<file path="config.mk">
export PLATFORM = sky130hd
export DESIGN_NAME = mm2_load_resp
export DESIGN_NICKNAME = d
export VERILOG_FILES = /design/src/rtl/mm2_load_resp.sv
export SDC_FILE = /design/constraint.sdc
export NUM_CORES = 1
export LEC_CHECK = 0
export ABC_AREA = 1
export CORE_ASPECT_RATIO = 0.8
export CORE_MARGIN = 4
export CORE_UTILIZATION = 40
export DETAILED_ROUTE_END_ITERATION = 7
export PLACE_DENSITY = 0.83
export SYNTH_ARGS = -nofsm -noshare
export SYNTH_HDL_FRONTEND = slang
export SYNTH_SLANG_ARGS = --single-unit
</file>
<file path="constraint.sdc">
create_clock -name clk -period 2.65 [get_ports clk]
set_input_delay 0.6625 -clock clk [delete_from_list [all_inputs] [get_ports clk]]
set_output_delay 0.6625 -clock clk [all_outputs]
set_load 0.1 [all_outputs]
</file>
<file path="src/rtl/mm2_load_resp.sv">
// mm2_load_resp
//   Memory-response end of the MM1/MM2 data-SRAM protocol. Accepts in-order
//   data_ok/rdata responses, discards responses owed to flushed
//   instructions, holds a response while writeback stalls, and aligns and
//   extends load data into the writeback result. Also generates the MM2
//   ready_go / allowin handshake.
//
// Ports
//   clk, rst_n            clock, synchronous active-low reset
//   flush                 kill MM1/MM2 instructions this cycle
//   in_valid .. in_pc     MM2 instruction (memory flags, size, sign, addr[1:0],
//                         ALU result, writeback tags)
//   mm1_req_pending       MM1 holds an accepted request not yet in MM2
//   data_sram_data_ok/_rdata  response handshake and data
//   ws_allowin            writeback can accept
//   mm2_allowin           wen of the MM1->MM2 register
//   mm2_ready_go          MM2 instruction has its result
//   wb_valid, wb_data, wb_reg_d, wb_wen, wb_pc  writeback payload
module mm2_load_resp #(
    parameter int unsigned CNT_W = 2
) (
    input  logic        clk,
    input  logic        rst_n,
    input  logic        flush,
    input  logic        in_valid,
    input  logic        in_mm_req,
    input  logic        in_mm_re,
    input  logic [1:0]  in_access_sz,
    input  logic        in_unsigned,
    input  logic [1:0]  in_addr_l,
    input  logic [31:0] in_exe_out,
    input  logic [4:0]  in_reg_d,
    input  logic        in_reg_d_wen,
    input  logic [31:0] in_pc,
    input  logic        mm1_req_pending,
    input  logic        data_sram_data_ok,
    input  logic [31:0] data_sram_rdata,
    input  logic        ws_allowin,
    output logic        mm2_allowin,
    output logic        mm2_ready_go,
    output logic        wb_valid,
    output logic [31:0] wb_data,
    output logic [4:0]  wb_reg_d,
    output logic        wb_wen,
    output logic [31:0] wb_pc
);

    typedef enum logic {
        ST_EMPTY = 1'b0,
        ST_FULL  = 1'b1
    } st_e;

    localparam int unsigned SUM_W = CNT_W + 2;
    localparam logic [SUM_W-1:0] DCNT_MAX = {2'b00, {CNT_W{1'b1}}};

    st_e              st_q;
    logic [31:0]      buf_q;
    logic [CNT_W-1:0] dcnt_q;
    logic [CNT_W-1:0] dcnt_d;

    logic             take;
    logic             drop;
    logic             orphan;
    logic             capture;
    logic             dcnt_ovf;
    logic [SUM_W-1:0] dcnt_sum;
    logic [31:0]      rd;
    logic [7:0]       byte_v;
    logic [15:0]      half_v;
    logic [31:0]      load_v;

    // Responses are owned by the current instruction only once every
    // orphaned response has drained.
    assign take    = data_sram_data_ok && (dcnt_q == '0);
    assign drop    = data_sram_data_ok && (dcnt_q != '0);
    assign orphan  = in_valid && in_mm_req && (st_q == ST_EMPTY) && !take;
    assign capture = in_valid && in_mm_req && take && !ws_allowin && !flush;

    always_comb begin
        mm2_ready_go = 1'b0;
        if (!in_mm_req)
            mm2_ready_go = 1'b1;
        else if (st_q == ST_FULL)
            mm2_ready_go = 1'b1;
        else if (take && in_valid)
            mm2_ready_go = 1'b1;
    end

    assign mm2_allowin = !in_valid || (mm2_ready_go && ws_allowin);
    assign wb_valid    = rst_n && in_valid && mm2_ready_go && !flush;
    assign wb_wen      = in_reg_d_wen && wb_valid;
    assign wb_reg_d    = in_reg_d;
    assign wb_pc       = in_pc;

    assign rd = (st_q == ST_FULL) ? buf_q : data_sram_rdata;

    always_comb begin
        byte_v = '0;
        case (in_addr_l)
            2'd0: byte_v = rd[7:0];
            2'd1: byte_v = rd[15:8];
            2'd2: byte_v = rd[23:16];
            2'd3: byte_v = rd[31:24];
        endcase
        // addr_l[0] is ignored for halves: misalignment traps upstream.
        half_v = in_addr_l[1] ? rd[31:16] : rd[15:0];
        case (in_access_sz)
            2'b00:   load_v = in_unsigned ? {24'b0, byte_v} : {{24{byte_v[7]}}, byte_v};
            2'b01:   load_v = in_unsigned ? {16'b0, half_v} : {{16{half_v[15]}}, half_v};
            default: load_v = rd;
        endcase
    end

    assign wb_data = in_mm_re ? load_v : in_exe_out;

    // Extra headroom bits make overflow detectable; underflow cannot occur
    // because a drop only happens with a nonzero count.
    always_comb begin
        dcnt_sum = {2'b00, dcnt_q};
        if (drop)
            dcnt_sum = dcnt_sum - SUM_W'(1);
        if (flush)
            dcnt_sum = dcnt_sum + SUM_W'(orphan) + SUM_W'(mm1_req_pending);
        dcnt_ovf = (dcnt_sum > DCNT_MAX);
        dcnt_d   = dcnt_ovf ? '1 : dcnt_sum[CNT_W-1:0];
    end

    always_ff @(posedge clk) begin
        if (!rst_n) begin
            st_q   <= ST_EMPTY;
            buf_q  <= '0;
            dcnt_q <= '0;
        end else begin
            dcnt_q <= dcnt_d;
            case (st_q)
                ST_EMPTY: begin
                    if (capture) begin
                        st_q  <= ST_FULL;
                        buf_q <= data_sram_rdata;
                    end
                end
                ST_FULL: begin
                    if (flush || ws_allowin)
                        st_q <= ST_EMPTY;
                end
            endcase
        end
    end

`ifndef SYNTHESIS
    always_ff @(posedge clk) begin
        if (rst_n) begin
            assert (!(take && !in_valid))
                else $error("mm2_load_resp: response taken with no MM2 instruction");
            assert (!dcnt_ovf)
                else $error("mm2_load_resp: discard counter overflow");
        end
    end
`endif

endmodule

</file>
==> results_dict.tcl, run 1 <==
set metrics [dict create \
    route.detailed.wl_per_inst_um 17.38 \
    grt_antenna_before_repair 1 \
    dr.pass1.iters 5 \
    dr_wl_met2_mm 6.832 \
    yosysSeqAreaShare 0.2076 \
    path_cells "clkinv_8 -> buf_6 -> buf_4 -> nand2_1 -> nand2_1 -> a21oi_2 -> nand3_4 -> nand2_4 -> clkinvlp_4 -> buf_12" \
    syn_to_final_growth_pct 73.91 \
    grt_setup_unrepaired "true" \
    finalCoreUtilization 0.7288 \
    worst_ir_drop_vdd_mv 0.2636 \
    insertion_delay_ns 0.30 \
    stdcell_count 790 \
    tns_ns -0.1950 \
    grt_util_all_layers 0.2339 \
    ys_async_sr_fraction 0 \
    syn_area_um2 3376 \
    root_buffer "clkbuf_8" \
    clk_pin_slew_ns 0.07 \
    ys_warn_count 0 \
    ant_nets 0 \
    routed_wl_mm 13.73 \
    placementRows 29 \
    dr.first_iter.drc_count 367 \
    die-area_um2 9982 \
    port_buffers 114 \
    placed_area_um2 5082 \
    power_density_nw_per_um2 422.6 \
    violations "setup timing" \
    min_path_type "reg -> reg" \
    drive_gt1_frac 0.3974 \
    h-tree-depth 2 \
    cts_made_buffers 5 \
    start_util 0.4191 \
    nets 801 \
    fin_ws_ns -0.07158 \
    grt_pass1_wl_mm 19.64 \
    highest_layer "met5" \
    setup_viol 8 \
    worst_clock_skew_ns 0.006936 \
    dieWidth_um 110.7 \
    synth.avg_cell_area_um2 5.922 \
    synth.area.top_cells "dfxtp_1, nand2_1, nor2_1" \
    fp.dieH_um 90.17 \
    clockBufferDepth 2 \
    clock_sinks 35 \
    tightest_slew_ns 0.3616 \
    cpPeakStageDelay_ns 0.44 \
    synth_top_area_share 0.2076 \
    tritoncts "yes" \
    relSlewSlack 0.7580 \
    synth_edf_count 0 \
    post-route-min-period_ns 2.722 \
    ys_types 28 \
    cp.required_ns 1.99 \
    vias 4292 \
    grt_pass1_vias 4116 \
    leakage_uw 0.002637 \
    cpMostUsedCell "nand2_1" \
    pin_count 189 \
    antenna_cells 0 \
    overflow 0 \
    grt_max_degree 34 \
    status "finished, violations left" \
    place_congestion 1.015 \
    synth_cells 570 \
    cap_violations 0 \
    coreArea_um2 8055 \
    crit_family "buffers and inverters" \
    avgViaCountPerCell 5.433 \
    hold_buffers 0 \
    synth.most_common_cell "nand2_1" \
    final_cell_area_um2 5871 \
    yosys_most_used_dff "dfxtp_1" \
    cp.buffers_inverters 5 \
    worstSetupPathType "reg -> out" \
    dp_cells 760 \
    post-route-period-util 1.027 \
    syn-num-nets 690 \
    synth_top_cells_by_count "nand2_1, nor2_1, inv_1" \
    netlist.top_cell.by_area "dfxtp_1" \
    dp_slack_ns -0.5201 \
    slew_viol_final 0 \
    drc 0 \
    ys_ff_latch 35 \
    worstPathArrival_ns 2.06 \
    fmax_mhz 367.4 \
    hold_viol_final 0 \
    wl_met1_mm 5.162 \
    wl_met3_mm 1.104 \
    endpoint_kind "output port" \
    dp_hpwl_mm 8.673 \
    cp_slowest_cell "dfxtp_4" \
    path_max_fanout 7 \
    cp-start-kind "register" \
]
-- placed cells by master, fill, tap and decap left out, types with 10 or more instances in the layout --
| cell | count |
|---|---|
| buf_12 | 43 |
| nand3_4 | 14 |
| inv_2 | 15 |
| nor2_2 | 10 |
| inv_1 | 23 |
| nor2_1 | 102 |
| nand2_4 | 14 |
| dlymetal6s2s_1 | 10 |
| or2_2 | 16 |
| buf_4 | 39 |
| a21oi_4 | 18 |
| clkdlybuf4s50_1 | 52 |
| dfxtp_1 | 34 |
| nand2_2 | 21 |
| o21ai_0 | 33 |
| a21oi_1 | 12 |
| clkinvlp_4 | 13 |
| nand3_1 | 18 |
| nand2_1 | 101 |
| a21oi_2 | 15 |
-- worst register-to-register path: stages, from the launching register on --
cell and delay [ns]:
dfxtp_1 0.34, inv_1 0.07, ha_1 0.20, nand2_2 0.08, nor2_2 0.05, buf_4 0.13
buf_4 0.13, buf_4 0.12, buf_4 0.12, buf_4 0.11, buf_4 0.12, buf_4 0.13
buf_4 0.13, nand4_4 0.12, buf_4 0.29, o21ai_0 0.15, nor2_1 0.11
-- worst paths after layout --
path                   from           to  slack, ns  cells after the start
hold reg to reg   buf_q[15]    buf_q[15]       0.48                      2
setup reg to reg  dcnt_q[0]     buf_q[9]       0.19                     16
setup / recovery       st_q  wb_data[19]      -0.07                     10
hold / removal    buf_q[15]    buf_q[15]       0.48                      2
-- flip-flops by register name, summed over array words and instances, names as in the netlist --
signal	flops
buf_q	32
st_q	1
dcnt_q	2
-- final cells by class --
type                    instances  area (um2)
inverters                      58       286.5
clock buffers                   6       82.58
repair buffers                169        2041
well taps                     108       135.1
clock inverters                 2       35.03
multi-input cells             411        2577
repair inverters                1       8.758
fillers                       554        2185
flip-flops and latches         35       704.4
-- layer usage --
layer	GRT usage	vias to the layer above
li1	-	1961
met4	0.07385	2
met1	0.2693	1992
met5	0	-
met2	0.4283	272
met3	0.05235	65
-- logic make-up (layout without fill, tap and decap cells) --
kind of cell             after synthesis  count (layout)  share of synthesized area
AND/OR/NAND/NOR                      315             316                     0.4211
buffers and inverters                125             236                     0.2016
AO/OA/AOI/OAI                         91              91                     0.1527
flip-flops                            35              35                     0.2076
adder cells (fa/ha/maj)                4               4                    0.01705
-- power breakdown --
group	leakage, uW	switching [uW]	total, uW	internal (uW)
clock	0.0000612	213	517	305
combinational	0.00229	844	1400	557
sequential	0.000284	13.6	563	549
total	0.00264	1070	2480	1410
-- per-stage QoR --
step / power, uW / hold slack (ns)
after floorplan: 1591 / 0.4286
after global routing: 2579 / 0.5027
after detailed placement: 1810 / 0.4705
final: 2481 / 0.4820
after CTS: 2390 / 0.4864
after global placement: 1781 / 0.4401
-- what timing repair did --
item / in CTS / in global routing
gates resized for setup: 95 / 79
endpoints found under the setup margin: 34 / 60
pin swaps: 25 / 34
buffers inserted: 10 / 7
cloned: 2 / 3
Note: power is estimated with default switching activity, not from simulation.
==> inputs of run 2 (changes only) <==
- CORE_ASPECT_RATIO: 0.8 -> not set
==> results_dict.tcl, run 2 (synthesized netlist as in run 1, its figures left out) <==
set metrics [dict create \
    grt_pass1_vias 4007 \
    grt_pass1_wl_mm 18.28 \
    antenna_cells 0 \
    grt_antenna_before_repair 0 \
    grt_setup_unrepaired "true" \
    endpoint_kind "output port" \
    status "finished, violations left" \
    pin_count 189 \
    fmax_mhz 370.8 \
    cts_made_buffers 5 \
    path_max_fanout 8 \
    cp.required_ns 1.99 \
    dp_hpwl_mm 8.435 \
    relSlewSlack 0.7330 \
    startpoint "st_q" \
    place_congestion 0.9418 \
    route.detailed.wl_per_inst_um 16.70 \
    dieWidth_um 99.87 \
    largest_registers "buf_q: 32 flops, dcnt_q: 2 flops, st_q: 1 flops" \
    largest_reg_flops 32 \
    tritoncts "yes" \
    vias 4223 \
    routed_wl_mm 13.03 \
    grt_max_degree 34 \
    drc 0 \
    overflow 0 \
    cp-start-kind "register" \
    drive_gt1_frac 0.3867 \
    nFillCells 585 \
    port_buffers 114 \
    dp_slack_ns -0.4865 \
    fin_total_pwr_uw 2440 \
    hold_path_startpoint "buf_q[1]" \
    cp_slowest_cell "dfxtp_4" \
    setup_viol 4 \
    post-route-min-period_ns 2.697 \
    clk_pin_slew_ns 0.08 \
    final_cell_mix "nor2_1, nand2_1, clkdlybuf4s50_1" \
    power_density_nw_per_um2 425.4 \
    r2r_start "st_q" \
    cp.buffers_inverters 4 \
    regMostFlops "buf_q" \
    root_buffer "clkbuf_8" \
    placementRows 33 \
    worst_clock_skew_ns 0.006061 \
    fin_ws_ns -0.04699 \
    clock_sinks 35 \
    clockBufferDepth 2 \
    start_util 0.4108 \
    tightest_slew_ns 0.3987 \
    violations "setup timing" \
    hold_buffers 0 \
    crit_family "simple AND/OR/NAND/NOR gates" \
    die-area_um2 9973 \
    tns_ns -0.09628 \
    insertion_delay_ns 0.30 \
    hold_viol_final 0 \
    avgViaCountPerCell 5.414 \
    slew_viol_final 0 \
    path_cells "clkinv_8 -> nand2_2 -> nand2_4 -> a21oi_4 -> nand2_4 -> nand3_4 -> buf_12 -> nand3_4 -> nand2_4 -> clkinvlp_4 -> buf_12" \
    grt_util_all_layers 0.2259 \
    min_path_type "reg -> reg" \
    worstSetupPathType "reg -> out" \
    syn_to_final_growth_pct 69.94 \
    h-tree-depth 2 \
    dr.first_iter.drc_count 367 \
    layout_commonest_cell "nor2_1" \
    post-route-period-util 1.018 \
    dr.pass1.iters 6 \
    ant_nets 0 \
    cpPeakStageDelay_ns 0.44 \
    nets 794 \
    fp.dieH_um 99.87 \
    worstPathArrival_ns 2.03 \
    cpMostUsedCell "nand2_4" \
    leakage_uw 0.002567 \
    coreArea_um2 8217 \
    hold_slack_ns 0.4880 \
    cap_violations 0 \
    worst_ir_drop_vdd_mv 0.3036 \
]
## run 2: path summary, 6_finish.rpt
check | slack [ns] | endpoint | depth (start not counted)
worst max-delay path | -0.05 | wb_data[24] | 11
worst min-delay path | 0.49 | buf_q[1] | 2
worst max register to register | 0.57 | dcnt_q[1] | 10
worst min register to register | 0.49 | buf_q[1] | 2
## run 2: power breakdown
| group | leakage (uW) | switching, uW | total, uW | internal, uW |
|---|---|---|---|---|
| clock network | 0.0000612 | 215 | 520 | 305 |
| logic | 0.00222 | 819 | 1360 | 538 |
| registers | 0.000284 | 13.7 | 563 | 549 |
| total | 0.00257 | 1050 | 2440 | 1390 |
## run 2: repair_timing
action,in CTS,in global routing
buffers inserted,7,6
endpoints found under the setup margin,34,32
gates cloned,3,0
pin swaps,28,32
gates resized for setup,90,72
## run 2: stage by stage
stage | util | std cells | cell area, um2
floorplan | - | 570 | 3578
global placement | 0.6157 | 756 | 5059
detailed placement | 0.6157 | 756 | 5059
CTS | 0.6618 | 774 | 5438
global route | 0.6982 | 780 | 5737
finish | 0.6982 | 780 | 5737
## run 2: worst reg2reg max path, stage by stage, from the launching register on
cell and delay [ns]:
dfxtp_4 0.40, buf_4 0.17, inv_4 0.17, nand2_1 0.10, inv_2 0.15, nand3_1 0.11, fa_1 0.36, inv_1 0.06
ha_1 0.21, o21ai_0 0.16, a21oi_1 0.08
## run 2: layout make-up
cell class                      count  area (um2)  share of cell area
Multi-Input combinational cell    410        2502              0.4362
Timing Repair Buffer              163        1993              0.3474
Sequential cell                    35       704.4              0.1228
Inverter                           58       281.5             0.04907
Tap cell                          105       131.4             0.02290
Clock buffer                        6       82.58             0.01439
Clock inverter                      2       35.03            0.006107
Timing Repair inverter              1       6.256            0.001091
## run 2: layer usage
metal / vias up / global-route usage / wire (um)
li1: 1954 / - / -
met1: 1926 / 0.2489 / 4523
met2: 253 / 0.4141 / 6787
met3: 90 / 0.03475 / 1020
met4: 0 / 0.1187 / 697
met5: - / 0 / 0
==> inputs of run 3 (changes only) <==
- RECOVER_POWER: not set -> 100
==> results_dict.tcl, run 3 (synthesized netlist as in run 1, its figures left out) <==
set metrics [dict create \
    place_congestion 0.9418 \
    relSlewSlack 0.5628 \
    cap_violations 0 \
    regMostFlops "buf_q" \
    fmax_mhz 370.3 \
    final_cell_area_um2 5618 \
    tightest_slew_ns 0.6559 \
    route.detailed.wl_per_inst_um 16.63 \
    drc 0 \
    grt_pass1_vias 4007 \
    routed_wl_mm 12.97 \
    min_path_type "reg -> reg" \
    tns_ns -0.1040 \
    reg2reg_to "buf_q[12]" \
    grt_max_degree 34 \
    layout_commonest_cell "nor2_1" \
    final_cell_mix "nor2_1, nand2_1, clkdlybuf4s50_1" \
    post-route-period-util 1.019 \
    fin_ws_ns -0.05074 \
    h-tree-depth 2 \
    antenna_cells 0 \
    pin_count 189 \
    dieWidth_um 99.87 \
    root_buffer "clkbuf_8" \
    dr.pass1.iters 5 \
    syn_to_final_growth_pct 66.42 \
    avgViaCountPerCell 5.485 \
    port_buffers 114 \
    hold_buffers 0 \
    min_delay_worst_endpoint "buf_q[0]" \
    power_density_nw_per_um2 428.0 \
    post-route-min-period_ns 2.701 \
    largest_registers "buf_q: 32 flops, dcnt_q: 2 flops, st_q: 1 flops" \
    status "finished, violations left" \
    vias 4278 \
    path_max_fanout 8 \
    fp.dieH_um 99.87 \
    reg2regPathDepth 9 \
    clock_sinks 35 \
    dp_hpwl_mm 8.435 \
    grt_util_all_layers 0.2259 \
    cp-start-kind "register" \
    nets 794 \
    placed_area_um2 5059 \
    cts_made_buffers 5 \
    worstSetupPathType "reg -> out" \
    worstPathArrival_ns 2.04 \
    hold_path_startpoint "buf_q[0]" \
    worst_ir_drop_vdd_mv 0.3001 \
    coreArea_um2 8217 \
    leakage_uw 0.002531 \
    insertion_delay_ns 0.30 \
    holdPathStages 2 \
    setup_viol 6 \
    reg2reg_slack_ns 0.31 \
    overflow 0 \
    grt_antenna_before_repair 0 \
    endpoint_kind "output port" \
    dr.first_iter.drc_count 424 \
    r2r_start "st_q" \
    grt_pass1_wl_mm 18.28 \
    clockBufferDepth 2 \
    worst_clock_skew_ns 0.004867 \
    grt_setup_unrepaired "true" \
    cp.required_ns 1.99 \
    drive_gt1_frac 0.3822 \
    placementRows 33 \
    dp_slack_ns -0.4865 \
    largest_reg_flops 32 \
    start_util 0.4108 \
    violations "setup timing" \
    clk_pin_slew_ns 0.08 \
    slew_viol_final 0 \
    hold_viol_final 0 \
    die-area_um2 9973 \
    tritoncts "yes" \
    ant_nets 0 \
]
-- run 3: stage by stage --
step           total power (uW)  utilization  hold WS, ns  instances
2_1_floorplan              1591            -       0.4286        570
3_3_place_gp               1779       0.6157       0.4384        756
3_5_place_dp               1806       0.6157       0.4670        756
4_1_cts                    2349       0.6618       0.4775        774
5_1_grt                    2500       0.6837       0.5071        780
6_report                   2404       0.6837       0.4863        780
-- run 3: repair_timing --
item                       4_1_cts  5_1_grt
pin swaps                       28       32
buffers inserted                 7        6
setup endpoints to repair       34       32
resized for setup               90       72
gates cloned                     3        0
-- run 3: worst max-delay path, stage by stage, from the launching register on --
cell,delay (ns)
dfxtp_4,0.45
clkinv_8,0.10
nand2_2,0.09
nand2_4,0.07
a21oi_4,0.16
nand2_4,0.07
nand3_4,0.14
buf_12,0.18
nand3_4,0.10
nand2_4,0.10
clkinvlp_4,0.10
buf_12,0.17
-- run 3: cell type report --
type                       count  area [um2]
fill                         605        2599
multi-input combinational    410        2487
timing repair buffer         163        1889
sequential                    35       704.4
inverter                      58       281.5
tap                          105       131.4
clock buffer                   6       82.58
clock inverter                 2       35.03
timing repair inverter         1       6.256
-- run 3: worst max-delay path by stage --
stage                         from  cells after the start           to
2_1_floorplan    data_sram_data_ok                      6       wb_wen
3_3_place_gp          in_addr_l[1]                      7   wb_data[4]
3_5_place_dp          in_addr_l[1]                      7   wb_data[0]
4_1_cts        data_sram_rdata[24]                      8   wb_data[0]
5_1_grt                       st_q                     11  wb_data[24]
6_report                      st_q                     11  wb_data[24]
-- run 3: report_power, final --
| part | switching, uW | internal, uW |
|---|---|---|
| sequential | 13.8 | 549 |
| combinational | 812 | 508 |
| clock | 217 | 305 |
-- run 3: per-layer routing --
layer / routed length (um) / GRT usage
met5: 0 / 0
met4: 723 / 0.1187
met3: 1010 / 0.03475
met2: 6778 / 0.4141
met1: 4462 / 0.2489
